==> src/rtl/fetch_sequencer.sv <==
// Fetch-PC sequencer: owns the fetch PC, issues one fetch at a time, and hands
// returned instructions (with their prediction tags) to ID through a one-entry buffer.
module fetch_sequencer #(
  parameter int unsigned W        = 32,
  parameter logic [W-1:0] RESET_PC = W'(32'h8000_0000)
) (
  input  logic         clk_i,
  input  logic         rst_i,
  output logic [W-1:0] pd_pc_o,
  input  logic         pd_taken_i,
  input  logic [W-1:0] pd_targetPc_i,
  input  logic         pd_failed_i,
  input  logic [W-1:0] pd_flushPc_i,
  input  logic         ex_redirect_i,
  input  logic [W-1:0] ex_redirect_pc_i,
  output logic         if_req_o,
  output logic [W-1:0] if_pc_o,
  input  logic         if_ready_i,
  input  logic         if_resp_valid_i,
  input  logic [W-1:0] if_resp_inst_i,
  output logic         id_valid_o,
  input  logic         id_ready_i,
  output logic [W-1:0] id_pc_o,
  output logic [W-1:0] id_inst_o,
  output logic         id_predTaken_o,
  output logic [W-1:0] id_predTarget_o,
  output logic         id_flush_o
);

  typedef enum logic [1:0] {BOOT, REQ, WAIT, HOLD} state_t;

  state_t       state;
  logic [W-1:0] pc_q;
  logic [W-1:0] req_pc_q;
  logic         req_taken_q;
  logic [W-1:0] req_target_q;
  logic         drop_q;
  logic [W-1:0] buf_inst_q;

  logic         redirect;
  logic [W-1:0] redirect_pc;
  logic [W-1:0] next_seq_pc;
  logic         resp_live;

  // Exception redirect outranks a predictor flush.
  assign redirect    = ex_redirect_i | pd_failed_i;
  assign redirect_pc = ex_redirect_i ? ex_redirect_pc_i : pd_flushPc_i;
  assign next_seq_pc = pd_taken_i ? pd_targetPc_i : pc_q + W'(4);
  assign resp_live   = (state == WAIT) && if_resp_valid_i && !drop_q && !redirect;

  always_ff @(posedge clk_i) begin
    if (rst_i) begin
      state        <= BOOT;
      pc_q         <= RESET_PC;
      req_pc_q     <= '0;
      req_taken_q  <= 1'b0;
      req_target_q <= '0;
      drop_q       <= 1'b0;
      buf_inst_q   <= '0;
    end else begin
      case (state)
        BOOT: state <= REQ;
        REQ: begin
          if (if_ready_i) begin
            req_pc_q     <= pc_q;
            req_taken_q  <= pd_taken_i;
            req_target_q <= pd_targetPc_i;
            pc_q         <= next_seq_pc;
            drop_q       <= redirect;
            state        <= WAIT;
          end
        end
        WAIT: begin
          if (if_resp_valid_i) begin
            drop_q <= 1'b0;
            if (drop_q || redirect || id_ready_i) begin
              state <= REQ;
            end else begin
              buf_inst_q <= if_resp_inst_i;
              state      <= HOLD;
            end
          end else if (redirect) begin
            drop_q <= 1'b1;
          end
        end
        HOLD: begin
          if (redirect || id_ready_i) state <= REQ;
        end
        default: state <= BOOT;
      endcase
      // A redirect target beats every other PC update, including the acceptance step.
      if (redirect) pc_q <= redirect_pc;
    end
  end

  assign if_req_o        = (state == REQ);
  assign if_pc_o         = pc_q;
  assign pd_pc_o         = pc_q;
  assign id_flush_o      = redirect && (state != BOOT);
  assign id_valid_o      = resp_live || ((state == HOLD) && !redirect);
  assign id_inst_o       = (state == WAIT) ? if_resp_inst_i : buf_inst_q;
  assign id_pc_o         = req_pc_q;
  assign id_predTaken_o  = req_taken_q;
  assign id_predTarget_o = req_target_q;

endmodule

==> config.mk <==
export PLATFORM = sky130hd
export DESIGN_NAME = fetch_sequencer
export DESIGN_NICKNAME = d
export VERILOG_FILES = /design/src/rtl/fetch_sequencer.sv
export SDC_FILE = /design/constraint.sdc
export NUM_CORES = 1
export LEC_CHECK = 0
export ABC_AREA = 1
export BUFFER_PORTS_ARGS = -buffer_cell sky130_fd_sc_hd__clkbuf_2
export CELL_PAD_IN_SITES_DETAIL_PLACEMENT = 1
export CELL_PAD_IN_SITES_GLOBAL_PLACEMENT = 2
export CORE_MARGIN = 2
export CORE_UTILIZATION = 26
export DETAILED_ROUTE_END_ITERATION = 6
export PLACE_DENSITY = 0.85
export REMOVE_ABC_BUFFERS = 1
export SLEW_MARGIN = 0
export SYNTH_ARGS = -nofsm -noshare
export SYNTH_HDL_FRONTEND = slang
export SYNTH_SLANG_ARGS = --single-unit
export TNS_END_PERCENT = 20
==> constraint.sdc <==
create_clock -name clk_i -period 2.4 [get_ports clk_i]
set_input_delay 0.48 -clock clk_i [delete_from_list [all_inputs] [get_ports clk_i]]
set_output_delay 0.48 -clock clk_i [all_outputs]
set_load 0.02 [all_outputs]
After elaboration in Yosys (flattened, before gate mapping)
Cells that the tools add are included.

cells by class
  $add $sub $neg = 1
  equal/unequal tests = 7
  mux-type cells = 15
  bitwise gates (word level) = 2
  reductions and logical operators = 21

operator list
  kind                     count
  $mux W32                 6
  $add A32 B3 Y32 const B  1
  $reduce_and A3 Y1        3
  $mux W2                  4
  $pmux W2 S4              1
  $reduce_bool A2 Y1       4
  $logic_and A1 B1 Y1      5
  $eq A2 B2 Y1 const B     2
  $logic_or A1 B1 Y1       4
  $ne A2 B2 Y1 const B     2
  $reduce_and A2 Y1        2
  $mux W1                  3
  $ne A3 B3 Y1 const B     1
  $eq A2 B1 Y1 const B     1
  $logic_not A1 Y1         2
  $logic_not A2 Y1         1
  $ne A2 B1 Y1 const B     1
  $pmux W1 S2              1
  $not A1 Y1               1
  $or A1 B1 Y1             1

storage, ports and cells
  flip-flop bits (word level) = 132
  input port bits = 136
  output and inout port bits = 164
  logic and storage cells = 53

Longest topological paths before layout
Gate-level depths: netlist of run 1.

  depth in word-level cells = 6
  gate-level depth with buffers = 10
  gate-level depth less buffers = 10

Worst setup path after synthesis of run 1
OpenSTA, ideal clock, no wires.

  path type = reg2out
  start point = reg state[0]
  end point = out id_inst_o[23]
  arrival = 1497 ps
  required time = 1920 ps
  slack = 423 ps
  stages on the path, launching flop included = 6
  path buffers = 2
  path through = dfxtp_1 -> inv_1 -> ha_1 -> buf_2 -> clkbuf_1 -> o21ai_0

on the way
  longest elaborated chain between the ends = 2

RTL lines
  element                 line  source
  start, declared         32    state_t state;
  start signal, assigned  53    state <= BOOT;
  start signal, assigned  62    BOOT: state <= REQ;
  start signal, assigned  70    state <= WAIT;
  $eq A2 B2 Y1            101   assign id_inst_o = (state == WAIT) ? if_resp_inst_i : buf_inst_q;
  $mux W32                101
  end, declared           24    output logic [W-1:0] id_inst_o,

No other way between the ends.

Worst setup path after layout of run 1
  start point = reg state[0]
  end point = out id_inst_o[25]

The elaborated chain is that of the path after synthesis.

==> results of run 1 <==
-- metrics by stage --
step | power [W] | instances | utilization
final | 0.00665 | 1634 | 0.352
after detailed placement | 0.00387 | 1602 | 0.327
after CTS | 0.00675 | 1634 | 0.352
after floorplan | 0.00324 | 944 | -
after global routing | 0.00699 | 1634 | 0.352
after global placement | 0.00385 | 1602 | 0.327
-- cells in the final DEF, fill, tap and decap left out, types with 2 or more instances in the layout --
| cell | Yosys | layout |
|---|---|---|
| a21oi_1 | 106 | 106 |
| nor2_2 | 6 | 6 |
| nand3_2 | 1 | 2 |
| o21ai_1 | 4 | 7 |
| nand3_1 | 39 | 38 |
| xnor2_1 | 4 | 4 |
| clkbuf_16 | 0 | 17 |
| xor2_1 | 5 | 5 |
| buf_4 | 34 | 22 |
| clkinv_4 | 0 | 2 |
| clkinv_2 | 0 | 3 |
| o31ai_1 | 2 | 2 |
| bufinv_16 | 0 | 3 |
| clkinv_1 | 3 | 3 |
| o32ai_1 | 19 | 19 |
| clkbuf_8 | 0 | 4 |
| a31oi_1 | 3 | 3 |
| nor2_1 | 200 | 200 |
| clkinvlp_4 | 0 | 3 |
| o21ai_0 | 144 | 141 |
| inv_1 | 96 | 95 |
| nand2_1 | 150 | 150 |
| clkbuf_2 | 0 | 298 |
| buf_12 | 0 | 2 |
| ha_1 | 6 | 5 |
| a22o_1 | 3 | 3 |
| nand4_1 | 5 | 5 |
| dfxtp_1 | 132 | 132 |
| a22oi_1 | 4 | 4 |
| o311ai_0 | 2 | 2 |
-- state kept, by name, indices dropped and copies added (netlist names) --
register	flops
id_predTarget_o	32
if_pc_o	32
state	2
drop_q	1
buf_inst_q	32
id_pc_o	32
id_predTaken_o	1
-- worst paths after layout --
| check | depth (start not counted) | from | to |
|---|---|---|---|
| worst max-delay path | 5 | state[0]$_SDFFE_PP0P_ | id_inst_o[25] |
| worst min-delay path | 3 | pd_targetPc_i[3] | id_predTarget_o[3]$_SDFFE_PP0P_ |
| worst max register to register | 9 | state[1]$_SDFFE_PP0P_ | if_pc_o[18]$_SDFFE_PP0P_ |
| worst min register to register | 2 | buf_inst_q[23]$_SDFFE_PP0P_ | buf_inst_q[23]$_SDFFE_PP0P_ |
-- cell type report --
type | count | area share
Clock inverter | 11 | 0.0163
Timing Repair Buffer | 323 | 0.186
Tap cell | 335 | 0.0458
Sequential cell | 132 | 0.289
Multi-Input combinational cell | 712 | 0.369
Inverter | 100 | 0.0412
Clock buffer | 21 | 0.0525
-- layer usage --
metal  track usage  wire length (um)
met2         0.329             13100
met5             0                 0
met3        0.0409              1550
met4        0.0555               520
met1         0.263             12900
-- logic make-up after synthesis --
| group | synth area share |
|---|---|
| AO/OA/AOI/OAI | 0.231 |
| XOR/XNOR | 0.0115 |
| adder cells (fa/ha/maj) | 0.0109 |
| buffers and inverters | 0.126 |
| flip-flops | 0.385 |
| AND/OR/NAND/NOR | 0.236 |
-- power groups by stage --
stage	Combinational [W]	Sequential (W)	Clock (W)
6_report	0.00132	0.00250	0.00283
5_1_grt	0.00145	0.00252	0.00301
4_1_cts	0.00133	0.00250	0.00291
3_5_place_dp	0.00132	0.00255	0
2_1_floorplan	0.000488	0.00275	0
3_3_place_gp	0.00131	0.00254	0
-- worst reg2reg max path, stage by stage, from the launching register on --
cell and delay [ns]:
dfxtp_1 0.42, inv_1 0.12, ha_1 0.23, nand2_2 0.27, clkinv_2 0.17, nand2_1 0.22, buf_4 0.26, nor2_1 0.06
a21oi_1 0.14, nor2_1 0.05
-- repair_timing --
item                                    in CTS  in global routing
hold buffers                                 0                  0
resized for setup                            2                  3
endpoints found under the setup margin       2                 28
==> qor.csv, run 1 <==
metric,value,unit
register bit total from synthesis,132,
standby leakage power,4.11,nW
synthesized area divided by synthesized cell count,6.62,um^2
share of power burned in the clock network,0.426,
overall die area,0.0277,mm^2
clock tree skew after final layout,0.0148,ns
drc violations,0,
final routed wirelength across all metal layers,28.1,mm
power share of the sequential group,0.376,
cells taking the most area after synthesis,"dfxtp_1 (38%), nor2_1 (11%), o21ai_0 (10%), nand2_1 (8.2%), a21oi_1 (7.7%)",
Max stage delay on crit path,0.42,ns
Int Power,0.00455,W
Cell Rows,59,
number of synthesis warnings,0,
most instantiated flip-flop cell in the synthesis netlist,dfxtp_1,
switching component of the power,0.00209,W
"reg-to-reg slack, setup",0.32,ns
length of the first detailed-routing pass in iterations,4,
Num CTS Buffers,17,
number of global-route vias before repair,7638,
category of cells accounting for the largest share of critical-path delay,buffers and inverters,
# nets final,1428,
TritonCTS clock tree,yes,
buffer levels on the longest clock path,2,
smallest hold slack,0.308,ns
"Area growth, synth to finish",33.2,%
peak ir drop on the vdd network,0.362,mV
total track usage,0.199,
"count leader, synth",nor2_1,
count of endpoints failing setup in the final report,0,
post-layout instance area,0.00915,mm^2
total of fill cells in the finished design,3408,
Tmin final,2.30,ns
y dimension of the die,167,um
max-cap violations,0,
startpoint type of the worst setup path,flop,
clock slew at the register clock pins of the worst setup and hold paths,0.06,ns
Synth async-reset ratio,0,
Max Freq,434,MHz
footprint of the multi-input gates,0.00338,mm^2
dpl cell area,0.00851,mm^2
Worst Tran Pin Value,0.778,ns
required time at the worst-slack endpoint,1.92,ns
die width,167,um
Register Area,0.00264,mm^2
path type of the worst setup path,flop to output pin,
outcome,"complete, no violations",
arrival time of the worst setup path,1.82,ns
type of the worst min-delay path,input pin to flop,
setup tns final,0,ns
setup slack of the critical path after layout,0.0967,ns
effective utilization at floorplan,0.264,
headroom to the max-slew limit,0.480,
cell area after technology mapping,0.00687,mm^2
most numerous cell types in the synthesized netlist,"nor2_1 (200), nand2_1 (150), o21ai_0 (144)",
element type at the critical path end,output pin,
gate count of the mapped netlist,1037,
Sink Count,132,
H-tree depth reported by CTS,4,
Slew Limit Fails,0,
Critical path buffers and inverters,3,
vias per cell,4.74,
power share of the combinational group,0.198,
sequential area share after synthesis,0.385,
slowest stage cell on the critical path,dfxtp_1,
antenna diode instance count,0,
Tcrit/Tclk final,0.960,
number of flops mapped to enable cells by yosys,0,
wire per inst,17.2,um
placement-stage worst setup slack,0.423,ns
clock root buffer,clkbuf_16,
port bufs,299,
Floorplan Core Area,0.0260,mm^2
I/O pin total,300,
Yosys cell types,35,
overall overflow remaining after global route,0,
dominant cell type by area after synthesis,dfxtp_1,
hpwl dp,21.6,mm
switching power as a share of total power,0.315,
Max Fanout on Critical Path,41,
total power per unit cell area,727,mW/mm^2
DR iter-0 viols,352,
final antenna-violating net count,0,
number of setup buffers added after CTS,0,
antenna violations before repair,0,
setup repair after global routing missed its margin,no,
share of layout cells above drive strength 1,0.284,
clock latency of the later-clocked register in the worst-skew pair,0.43,ns
first-pass GRT wire length,43.5,mm
Yosys top cell area share,0.385,
GPL Wtd Cong,0.810,
maximum number of pins on one net before global-route repair,71,
"Cell Chain, Critical Path",inv_1 > ha_4 > buf_12 > o21ai_0 > clkbuf_2,
count of vias placed by the detailed router,7748,
final hold violation count,0,
No activity file was read; power rests on OpenSTA's default activity.
==> run 2, diff against run 1 <==
--- a/config.mk
+++ b/config.mk
@@ -6,7 +6,7 @@
 export NUM_CORES = 1
 export LEC_CHECK = 0
 export ABC_AREA = 1
-export BUFFER_PORTS_ARGS = -buffer_cell sky130_fd_sc_hd__clkbuf_2
+export BUFFER_PORTS_ARGS = -buffer_cell sky130_fd_sc_hd__buf_2
 export CELL_PAD_IN_SITES_DETAIL_PLACEMENT = 1
 export CELL_PAD_IN_SITES_GLOBAL_PLACEMENT = 2
 export CORE_MARGIN = 2
==> run 2 against run 1 <==
Effect of this change:
- count of clock-buffer cells in the layout fell by 2
- clock skew down 0.0032 ns
- power is 2.4% lower
- wire length is 0.64% lower
- die area stayed put
- non-clock buffer count fell by 5
- critical path type unchanged
- largest power group unchanged
==> qor.csv, run 2 (same netlist as run 1, synthesis figures left out) <==
metric,value,unit,change
Max Freq,437,MHz,was 434 MHz
buffer levels on the longest clock path,2,,unchanged
arrival time of the worst setup path,1.81,ns,was 1.82 ns
Worst Hold Launch,pd_targetPc_i[5],,was pd_targetPc_i[3]
Hold Path Cell Cnt,3,,unchanged
count of endpoints failing setup in the final report,0,,unchanged
setup repair after global routing missed its margin,no,,unchanged
y dimension of the die,167,um,unchanged
Max stage delay on crit path,0.42,ns,about the same
Cell Rows,59,,unchanged
end point of the worst hold path,id_predTarget_o[5]$_SDFFE_PP0P_,,was id_predTarget_o[3]$_SDFFE_PP0P_
worst r2r dst,if_pc_o[12]$_SDFFE_PP0P_,,was if_pc_o[18]$_SDFFE_PP0P_
element type at the critical path end,output pin,,unchanged
Worst Tran Pin Value,0.697,ns,was 0.778 ns
max-cap violations,0,,unchanged
"Area growth, synth to finish",32.0,%,was 33.2%
# nets final,1423,,was 1428
Register Area,0.00264,mm^2,unchanged
Tcrit/Tclk final,0.953,,was 0.960
type of the worst min-delay path,input pin to flop,,unchanged
H-tree depth reported by CTS,4,,unchanged
startpoint type of the worst setup path,flop,,unchanged
length of the first detailed-routing pass in iterations,4,,unchanged
"reg-to-reg slack, setup",0.50,ns,was 0.32 ns
Placed Instances,1597,,was 1602
Num CTS Buffers,17,,unchanged
hpwl dp,20.9,mm,was 21.6 mm
die width,167,um,unchanged
final routed wirelength across all metal layers,27.9,mm,was 28.1 mm
setup slack of the critical path after layout,0.112,ns,was 0.0967 ns
overall overflow remaining after global route,0,,unchanged
vias per cell,4.73,,was 4.74
DR iter-0 viols,355,,was 352
overall die area,0.0277,mm^2,unchanged
I/O pin total,300,,unchanged
"most common cell after layout, fill and taps aside",buf_2,,was clkbuf_2
FF-to-FF path depth,7,,was 9
effective utilization at floorplan,0.264,,unchanged
clock slew at the register clock pins of the worst setup and hold paths,0.07,ns,was 0.06 ns
slowest stage cell on the critical path,dfxtp_1,,unchanged
headroom to the max-slew limit,0.534,,was 0.480
standby leakage power,4.12,nW,was 4.11 nW
share of layout cells above drive strength 1,0.280,,was 0.284
wire per inst,17.1,um,was 17.2 um
drc violations,0,,unchanged
Slew Limit Fails,0,,unchanged
total of fill cells in the finished design,3422,,was 3408
number of global-route vias before repair,7776,,was 7638
final antenna-violating net count,0,,unchanged
number of setup buffers added after CTS,0,,unchanged
final hold violation count,0,,unchanged
peak ir drop on the vdd network,0.296,mV,was 0.362 mV
outcome,"complete, no violations",,unchanged
Tmin final,2.29,ns,was 2.30 ns
Finished Layout Cells,1631,,was 1634
"Cell Chain, Critical Path",inv_1 > ha_2 > buf_12 > o21ai_0 > buf_2,,was inv_1 > ha_4 > buf_12 > o21ai_0 > clkbuf_2
Total Power,0.00649,W,was 0.00665 W
GPL Wtd Cong,0.812,,was 0.810
final standard cell utilization of the core,0.349,,was 0.352
Sink Count,132,,unchanged
hold buffer count at CTS,0,,unchanged
clock latency of the later-clocked register in the worst-skew pair,0.43,ns,about the same
path type of the worst setup path,flop to output pin,,unchanged
placement-stage worst setup slack,0.339,ns,was 0.423 ns
total power per unit cell area,716,mW/mm^2,was 727 mW/mm^2
count of vias placed by the detailed router,7712,,was 7748
Max Fanout on Critical Path,64,,was 41
antenna violations before repair,0,,unchanged
first-pass GRT wire length,43.5,mm,about the same
maximum number of pins on one net before global-route repair,68,,was 71
total track usage,0.198,,was 0.199
clock root buffer,clkbuf_16,,unchanged
clock tree skew after final layout,0.0116,ns,was 0.0148 ns
required time at the worst-slack endpoint,1.92,ns,about the same
footprint of the multi-input gates,0.00337,mm^2,was 0.00338 mm^2
Floorplan Core Area,0.0260,mm^2,unchanged
port bufs,299,,unchanged
TritonCTS clock tree,yes,,unchanged
beginning of the worst register-to-register path,if_pc_o[3]$_SDFFE_PP0P_,,was state[1]$_SDFFE_PP0P_
"commonest non-fill, non-tap cells in the layout","buf_2 (298), nor2_1 (200), nand2_1 (150)",,"was clkbuf_2 (298), nor2_1 (200), nand2_1 (150)"
run 2: cell types whose count changed in the layout (fill, tap and decap cells not counted), sizes merged:
cell      before  now
bufinv         3    2
clkbuf       319   19
diode          0    2
inv           97   99
clkinv         8    7
buf           25  318
clkinvlp       3    5
run 2: area by class of cell:
cell class	instances	share of cell area
Clock buffer	19	0.0478
Multi-Input combinational cell	712	0.372
Inverter	100	0.0416
Clock inverter	13	0.0168
Tap cell	335	0.0463
Timing Repair Buffer	318	0.184
Antenna cell	2	0.000552
Sequential cell	132	0.292
run 2: what timing repair did:
action | in CTS | in global routing
gates resized for setup | 1 | 3
setup endpoints to repair | 1 | 2
pin swaps | 0 | 0
run 2: where the power goes:
part	switching [W]	internal, W
registers	0.000140	0.00235
clock network	0.00114	0.00155
logic	0.000857	0.000446
total	0.00214	0.00435
run 2: stage by stage:
stage	hold slack (ns)	cell area, um^2	setup TNS, ns
5_1_grt	0.308	9060	0
6_report	0.311	9060	0
2_1_floorplan	0.426	6380	-51.11
3_5_place_dp	0.443	8470	0
4_1_cts	0.295	9050	0
3_3_place_gp	0.434	8470	0
run 2: routing by layer:
metal,GRT usage,up-vias,share of wire
met5,0,-,0
met4,0.0461,0,0.011
met3,0.0406,24,0.055
met2,0.340,229,0.47
met1,0.256,3613,0.46
li1,-,3846,-
run 2: worst max-delay path by stage:
stage                     startpoint  slack (ns)                    endpoint
2_1_floorplan  state[0]$_SDFFE_PP0P_       -1.00  buf_inst_q[0]$_SDFFE_PP0P_
3_3_place_gp           ex_redirect_i        0.42     if_pc_o[3]$_SDFFE_PP0P_
3_5_place_dp           ex_redirect_i        0.34     if_pc_o[3]$_SDFFE_PP0P_
4_1_cts        state[0]$_SDFFE_PP0P_        0.07               id_inst_o[11]
5_1_grt        state[0]$_SDFFE_PP0P_       0.002               id_inst_o[29]
6_report       state[0]$_SDFFE_PP0P_        0.11                id_inst_o[3]
run 2: critical path: cells and delay by family, from the launching register on:
family                     cells  cell delay (ns)
adders and majority gates      1             0.23
AOI/OAI and AO/OA              1             0.22
buffers and inverters          3             0.48
DFF                            1             0.42
